`src/rtl/seg_scanner.sv`:
```
// Four-digit multiplexed scan controller for a seven-segment display.
// Picks one nibble of a shadowed 16-bit value per slot, with a guard cycle and leading-zero blanking.
module seg_scanner #(
  parameter int CLK_DIV = 50000
) (
  input  logic        clk,
  input  logic        rst,
  input  logic [15:0] value,
  input  logic        load,
  input  logic        blank_lz,
  output logic [3:0]  bcd,
  output logic [3:0]  an,
  output logic        frame_tick
);

  localparam int CW = (CLK_DIV > 1) ? $clog2(CLK_DIV) : 1;
  localparam logic [CW-1:0] CNT_MAX = CW'(CLK_DIV - 1);

  logic [15:0]   shadow;
  logic [CW-1:0] cnt;
  logic [1:0]    idx;
  logic          blanked;

  // NOTE: all state is updated with <= so every register samples pre-edge values.
  always_ff @(posedge clk or posedge rst) begin
    if (rst) begin
      shadow <= '0;
      cnt    <= '0;
      idx    <= '0;
    end else begin
      if (load) shadow <= value;
      if (cnt == CNT_MAX) begin
        cnt <= '0;
        idx <= idx + 2'd1;
      end else begin
        cnt <= cnt + 1'b1;
      end
    end
  end

  assign bcd        = shadow[{idx, 2'b00} +: 4];
  assign frame_tick = (cnt == CNT_MAX) && (idx == 2'd3);

  // A digit is blanked when it and every more-significant nibble are zero; digit 0 always shows.
  // NOTE: every output of this block gets a default first so no latch is inferred.
  always_comb begin
    blanked = 1'b0;
    an      = 4'b1111;
    if (blank_lz) begin
      case (idx)
        2'd1:    blanked = (shadow[15:4] == 12'h000);
        2'd2:    blanked = (shadow[15:8] == 8'h00);
        2'd3:    blanked = (shadow[15:12] == 4'h0);
        default: blanked = 1'b0;
      endcase
    end
    if ((cnt != '0) && !blanked) an = ~(4'b0001 << idx);
  end

endmodule

```
`config.mk`:
```
export PLATFORM = sky130hd
export DESIGN_NAME = seg_scanner
export DESIGN_NICKNAME = d
export VERILOG_FILES = /design/src/rtl/seg_scanner.sv
export SDC_FILE = /design/constraint.sdc
export NUM_CORES = 1
export LEC_CHECK = 0
export ABC_AREA = 1
export BUFFER_PORTS_ARGS = -buffer_cell sky130_fd_sc_hd__buf_2
export CAP_MARGIN = 20
export CORE_UTILIZATION = 47
export DETAILED_ROUTE_END_ITERATION = 8
export GPL_TIMING_DRIVEN = 0
export PLACE_DENSITY_LB_ADDON = 0.3
export SKIP_LAST_GASP = 1
export SLEW_MARGIN = 20
export SYNTH_ARGS = -nofsm -noshare
export SYNTH_HDL_FRONTEND = slang
export SYNTH_SLANG_ARGS = --single-unit
```
`constraint.sdc`:
```
create_clock -name clk -period 2.2 [get_ports clk]
set_input_delay 0.33 -clock clk [delete_from_list [all_inputs] [get_ports clk]]
set_output_delay 0.33 -clock clk [all_outputs]
set_load 0.02 [all_outputs]
```
; ---- Word level (Yosys, flattened, before mapping)
; Index checks and enable logic that the tools add are counted.
; W data, S select, Z words.
[word_totals]
ramBits = 0
in_bits = 20
mem_count = 0
output_inout_bits = 9
elab_cells = 23
reg_bits = 34
mem_bits_ro = 0
latchBits = 0
[op_classes]
bitwise_logic = 1
div_mod_pow = 0
eq_ne = 4
add_sub_neg = 2
shifts = 2
muxes = 4
n_lt_le_gt_ge = 0
reduce_logical = 7
n_mul = 0
[op_table]
columns = cell, n
row1 = $add A16 B1 Y16 const B, 1
row2 = $eq A16 B16 Y1 const B, 1
row3 = $mux W16, 1
row4 = $reduce_bool A16 Y1, 1
row5 = $shiftx A16 B5 Y4, 1
row6 = $logic_not A12 Y1, 1
row7 = $logic_not A8 Y1, 1
row8 = $eq A2 B2 Y1 const B, 2
row9 = $logic_not A4 Y1, 1
row10 = $mux W4, 1
row11 = $not A4 Y4, 1
row12 = $shl A1 B2 Y4 const A, 1
row13 = $pmux W1 S3, 1
row14 = $add A2 B1 Y2 const B, 1
row15 = $eq A2 B1 Y1 const B, 1
row16 = $logic_and A1 B1 Y1, 2
row17 = $logic_not A1 Y1, 1
row18 = $mux W1, 1

; ---- Logic depth before layout (Yosys ltp)
; Gate-level depths: netlist of run 1.
[depth]
ltp_word = 6
mapped_depth = 9
depth_no_buf = 9

; ---- Worst setup path before layout of run 1
; Ideal clock, no wire load.
[synth_timing]
path_type = register to output
start = register idx[0]
end = output port an[0]
required_time_ns = 1.870
path_stages_with_launch = 9
t_arrival_ns = 1.417
slack_ns = 0.453
n_path_buf = 1
path_cell_list = dfrtp_1 > inv_1 > buf_2 > ha_1 > inv_1 > nand4_1 > nor3_1 > nand2_1 > nand3_1
[synth_between]
elab_chain_len = 6
elab_cells_between_ends = 10
classes_between = eq/ne: 3 / shift: 1 / mux: 3 / bitwise: 1 / reduce/logical: 2
[synth_rtl]
columns = item, line
row1 = from (decl), 21  ; logic [1:0] idx;
row2 = from (signal assigned), 34  ; idx <= idx + 2'd1;
row3 = $eq A2 B2 Y1 or $eq A2 B1 Y1 (tied branches), 50  ; case (idx)
row4 = $pmux W1 S3, 50
row5 = $mux W1, 49  ; if (blank_lz) begin
row6 = $logic_not A1 Y1, 57  ; if ((cnt != '0) && !blanked) an = ~(4'b0001 << idx);
row7 = $logic_and A1 B1 Y1, 57
row8 = $mux W4 *, 57
row9 = to (decl), 12  ; output logic [3:0] an,
; Mark *: on every way between the ends. The rest lies on a longest branch, timed or not.

; ---- Worst setup path in the final report of run 1
[layout_timing]
start = register idx[0]
end = output port an[3]
; The elaborated chain is that of the path after synthesis.

==> results of run 1 <==
==> kinds of logic (layout without fill, tap and decap cells) <==
family	count (synthesis)	in the layout	share of synthesized area
DFF	34	34	0.4506
muxes	8	8	0.04772
adders and majority gates	7	7	0.04639
and+or+nand+nor	107	107	0.2492
AOI/OAI and AO/OA	28	28	0.07621
buffers and inverters	42	78	0.08813
xor gates and xnor gates	9	9	0.04175
==> layer usage <==
metal | vias up | part of all wire | wire length, um | track usage
li1 | 808 | - | - | -
met1 | 746 | 0.48 | 1915 | 0.2746
met2 | 44 | 0.46 | 1853 | 0.3441
met3 | 8 | 0.041 | 164 | 0.05556
met4 | 0 | 0.025 | 99 | 0.08424
met5 | - | 0 | 0 | 0
==> worst max-delay path, cell delays in order, from the launching register on <==
cell and delay, ns:
dfrtp_2 0.37, inv_1 0.08, buf_6 0.15, ha_1 0.19, inv_1 0.05, nand4_1 0.11, nor3_2 0.24, nand2_2 0.10
nand3_1 0.12, buf_6 0.13
==> sequential cells by signal (all words and copies together) (netlist names) <==
name	count
shadow	16
idx	2
cnt	16
==> cell type report <==
cell class / count / area [um^2]
Tap cell: 48 / 60.06
Buffer: 4 / 25.02
Fill cell: 355 / 1504
Sequential cell: 34 / 852.1
Multi-Input combinational cell: 159 / 878.3
Clock buffer: 7 / 76.32
Inverter: 38 / 150.1
Timing Repair Buffer: 28 / 167.7
Clock inverter: 1 / 30.03
==> synth_stat cells <==
cell type	instances	area (um^2)
clkinv_4	1	8.760
inv_1	34	127.6
clkbuf_1	1	3.750
nor2_2	2	12.51
nor2_4	1	11.26
nand2_2	4	25.02
nor2_1	32	120.1
clkinv_1	1	3.750
xor2_1	8	70.07
o21ai_1	1	5.000
ha_1	7	87.58
o21ai_2	1	8.760
nor3_1	4	20.02
xnor2_1	1	8.760
nand3_1	18	90.09
nor3_2	1	10.01
nand2_1	40	150.1
a21oi_1	12	60.06
inv_2	2	7.510
o21ai_0	14	70.07
dfrtp_1	34	850.8
buf_2	3	15.01
or2_2	1	6.260
nand4_1	4	25.02
mux2_2	8	90.09
==> timing repair <==
action	CTS	global route
resized for setup	3	13
buffers inserted	1	0
endpoints found under the setup margin	4	4
pin swaps	0	2
gates cloned	0	0
==> power by group through the flow <==
stage                     Clock (uW)  Combinational, uW  Sequential [uW]
after detailed placement           0                104              682
final                            562                104              671
after global placement             0                101              681
after CTS                        572                104              671
after floorplan                    0               67.6              676
after global routing             599                117              675
==> final timing paths <==
check                                   startpoint               endpoint  slack [ns]  cells after the start
worst max-delay path            idx[0]$_DFFE_PP0N_                  an[3]        0.03                      9
worst min-delay path                           rst       cnt[9]$_DFF_PP0_        0.15                      2
worst max register to register    cnt[0]$_DFF_PP0_      cnt[14]$_DFF_PP0_        0.72                      6
worst min register to register    cnt[0]$_DFF_PP0_       cnt[0]$_DFF_PP0_        0.51                      1
max in group asynchronous                      rst     idx[0]$_DFFE_PP0N_        1.55                      2
min in group clk                          value[4]  shadow[4]$_DFFE_PP0P_        0.25                      3
==> metrics by stage <==
stage | setup TNS (ns) | total power (uW)
detailed placement | 0 | 786.1
finish | 0 | 1337
floorplan | 0 | 744.0
global route | -0.1297 | 1391
CTS | 0 | 1347
global placement | 0 | 781.8
==> impl_metrics.toml, run 1 <==
[clock_network]
cts_hold_buf = 0
clock_path_buffers = 2
clock_sinks = 34
numCtsBuffers = 5
clkLatencyLatePin_ns = 0.29
cts_root_buf = "clkbuf_8"
h-tree-depth = 2
cts_tree = "built"
clkTransAtPathRegs_ns = 0.08

[pwr]
p_leak_uw = 0.001134
ir_drop_uv = 385.0
p_sw_frac = 0.2247
p_clk_frac = 0.420
combPwrFrac = 0.078
p_sw_uw = 300.4
powerDensity_nw_per_um2 = 596.9
internal_power_uw = 1036
seq_power_share = 0.502

[worst_setup_path]
critical_path_class = "flop to output pin"
end_kind = "output pin"
cp_data_arrival_time_ns = 1.84
startpoint_type = "flop"
required_ns = 1.87
cp_max_fo = 12

[grt]
grt_pass1_vias = 1518
grt_pass1_wl_um = 6775
antenna_found_initial = 0
grt_max_degree = 35
grt_usage = 0.2145
grt_overflow = 0

[sta]
rsz0062_at_grt = "true"
period_share = 0.9873
fmax_ghz = 0.4604
setup_viol = 0
setup_ws_ns = 0.02803
drv_slew = 0
clock_skew_ns = 0.01505
finalHoldViolCount = 0
period_minus_slack_ns = 2.172
worst_slew_pin_slew_ns = 0.7106
hold_ws_ns = 0.1502
slew_headroom = 0.5256

[route]
finalWirelength_um = 4031
drtIter0Drc = 144
vias = 1606
via_per_inst = 5.034
ant_nets = 0
wl_per_cell_um = 12.64
dr.pass1.iters = 4
drc = 0

[finish]
layout-drive-gt1-share = 0.2325
layout_common_cells = "nand2_1, inv_1, dfrtp_1"
final_common_cell = "nand2_1"
final_util = 0.5983
finish.instance_area_um2 = 2240
stdcell_count = 319
diodes = 0
syn_to_final_growth_pct = 18.62
fin_nets = 297

[placed_design]
placed_area_um2 = 2083
io_buffers = 27
place_inst = 310
dpl_worst_slack_ns = 0.1232
place_hpwl_um = 2953
place_congestion = 0.8911

[synth]
synth_nets = 262
syn_area_um2 = 1888
synth_cells = 235
synth.avg_cell_area_um2 = 8.034
yosysSeqAreaShare = 0.4506
yosysUniqueCellTypes = 25
synth_seq_cells = 34
yosys_warnings = 0

[die]
initial_core_util = 0.5043
core-area_um2 = 3744
ios = 29
die_height_um = 65.38
die_w_um = 65.38
rows = 22
die_area_um2 = 4275

[min_path]
min_path_type = "input pin to asynchronous set/reset pin"

[outcome]
status = "complete, no violations"

[run]
drv_cap = 0
(Power assumes the default switching activity.)
==> run 2: changes to the inputs <==
==> constraint.sdc (replaced) <==
create_clock -name clk -period 2.2 [get_ports clk]
set_input_delay 0.22 -clock clk [delete_from_list [all_inputs] [get_ports clk]]
set_output_delay 0.22 -clock clk [all_outputs]
set_load 0.02 [all_outputs]
==> run 2 against run 1 <==
Via count decreased by 0.75%; die area unchanged; critical endpoint unchanged; count of clock-buffer cells in the layout unchanged; routed wire length decreased by 3.6%; critical path type unchanged; hold slack got worse by 0.11 ns; combinational power about the same; clock skew increased by 0.00055 ns; total power decreased by 0.21%; cell count unchanged; first-iteration DRC count decreased by 1.4%.
==> impl_metrics.toml, run 2 (synthesis results as in run 1) <==
[pwr]
internal_power_uw = 1036
ir_drop_uv = 385.0
seq_power_share = 0.503
p_clk_frac = 0.420
powerDensity_nw_per_um2 = 605.0
p_leak_uw = 0.001118
p_sw_frac = 0.2231
combPwrFrac = 0.077
p_sw_uw = 297.6

[route]
finalWirelength_um = 3886
via_per_inst = 4.997
dr.pass1.iters = 4
drc = 0
vias = 1594
wl_per_cell_um = 12.18
ant_nets = 0
drtIter0Drc = 142

[worst_setup_path]
critPathBufInv = 4
startpoint_type = "flop"
critical-path-top-delay-family = "buffers and inverters"
r2r.worst_path.cells = 6
cp_max_fo = 12
path_cells = "inv_1 -> buf_2 -> ha_1 -> inv_1 -> nand4_1 -> nor3_2 -> nand2_1 -> nand3_1 -> buf_2"
critPathMaxStageDelay_ns = 0.37
required_ns = 1.98
critical_path_class = "flop to output pin"
cp_slowest_cell = "dfrtp_2"
worst_r2r_endpoint = "cnt[14]$_DFF_PP0_"
cp_data_arrival_time_ns = 1.85
r2r_slack_ns = 0.72
r2r_start = "cnt[0]$_DFF_PP0_"
end_kind = "output pin"

[clock_network]
cts_root_buf = "clkbuf_8"
clkLatencyLatePin_ns = 0.29
h-tree-depth = 2
clock_sinks = 34
clock_path_buffers = 2
cts_tree = "built"
numCtsBuffers = 5
cts_hold_buf = 0
clkTransAtPathRegs_ns = 0.08

[placed_design]
place_hpwl_um = 2953
io_buffers = 27
dpl_worst_slack_ns = 0.2332
place_congestion = 0.8911

[grt]
grt_max_degree = 35
antenna_found_initial = 0
grt_usage = 0.2134
grt_overflow = 0
grt_pass1_wl_um = 6734
grt_pass1_vias = 1503

[min_path]
min_path_type = "input pin to asynchronous set/reset pin"

[sta]
rsz0062_at_grt = "false"
setup_viol = 0
tns_ns = 0
period_share = 0.9392
slew_headroom = 0.5263
drv_slew = 0
worst_slew_pin_slew_ns = 0.7094
clock_skew_ns = 0.01560
period_minus_slack_ns = 2.066
fmax_ghz = 0.4840
finalHoldViolCount = 0
setup_ws_ns = 0.1337

[die]
initial_core_util = 0.5043
die_w_um = 65.38
die_height_um = 65.38
core-area_um2 = 3744
rows = 22
ios = 29
die_area_um2 = 4275

[finish]
syn_to_final_growth_pct = 16.77
layout_common_cells = "nand2_1, inv_1, dfrtp_1"
final_common_cell = "nand2_1"
top_regs = "cnt (16), shadow (16), idx (2)"
diodes = 0
layout-drive-gt1-share = 0.2288
fin_nets = 297

[run]
drv_cap = 0

[outcome]
status = "complete, no violations"
-- run 2: per-stage QoR --
step | hold WS [ns] | util | instance area (um^2) | total power (uW) | instances
6_report | 0.04027 | 0.5889 | 2205 | 1334 | 319
3_3_place_gp | 0.4268 | 0.5565 | 2083 | 781.8 | 310
4_1_cts | 0.07335 | 0.5876 | 2200 | 1346 | 319
3_5_place_dp | 0.3903 | 0.5565 | 2083 | 786.1 | 310
5_1_grt | 0.1097 | 0.5889 | 2205 | 1390 | 319
2_1_floorplan | 0.3410 | - | 1888 | 744.0 | 235
-- run 2: area by class of cell --
type / instances / area [um^2]
plain buffers: 4 / 18.77
clock buffers: 7 / 76.32
clock inverters: 1 / 30.03
fillers: 360 / 1539
inverters: 38 / 148.9
multi-input cells: 159 / 875.8
flip-flops and latches: 34 / 852.1
well taps: 48 / 60.06
repair buffers: 28 / 142.6
-- run 2: per-layer routing --
metal | up-vias | share of wire | GRT usage
met5 | - | 0 | 0
met4 | 0 | 0.018 | 0.08424
met3 | 6 | 0.048 | 0.05556
met2 | 41 | 0.46 | 0.3389
met1 | 737 | 0.47 | 0.2757
li1 | 810 | - | -
-- run 2: power by group through the flow --
stage,clock (uW),combinational (uW),sequential (uW)
global route,599,116,675
finish,561,103,671
detailed placement,0,104,682
global placement,0,101,681
CTS,572,104,671
floorplan,0,67.6,676
-- run 2: worst max-delay path by stage --
stage	end	depth (start not counted)	slack, ns	startpoint
final	an[3]	9	0.13	idx[0]$_DFFE_PP0N_
after global routing	an[3]	9	0.006	idx[0]$_DFFE_PP0N_
after CTS	an[3]	9	0.09	idx[0]$_DFFE_PP0N_
after global placement	an[0]	9	0.26	idx[0]$_DFFE_PP0N_
after detailed placement	an[3]	9	0.23	idx[0]$_DFFE_PP0N_
after floorplan	an[0]	8	0.56	idx[0]$_DFFE_PP0N_
-- run 2: timing repair --
item,in CTS,in global routing
gates resized for setup,2,1
endpoints found under the setup margin,4,4
pin swaps,0,0
setup buffers,1,0
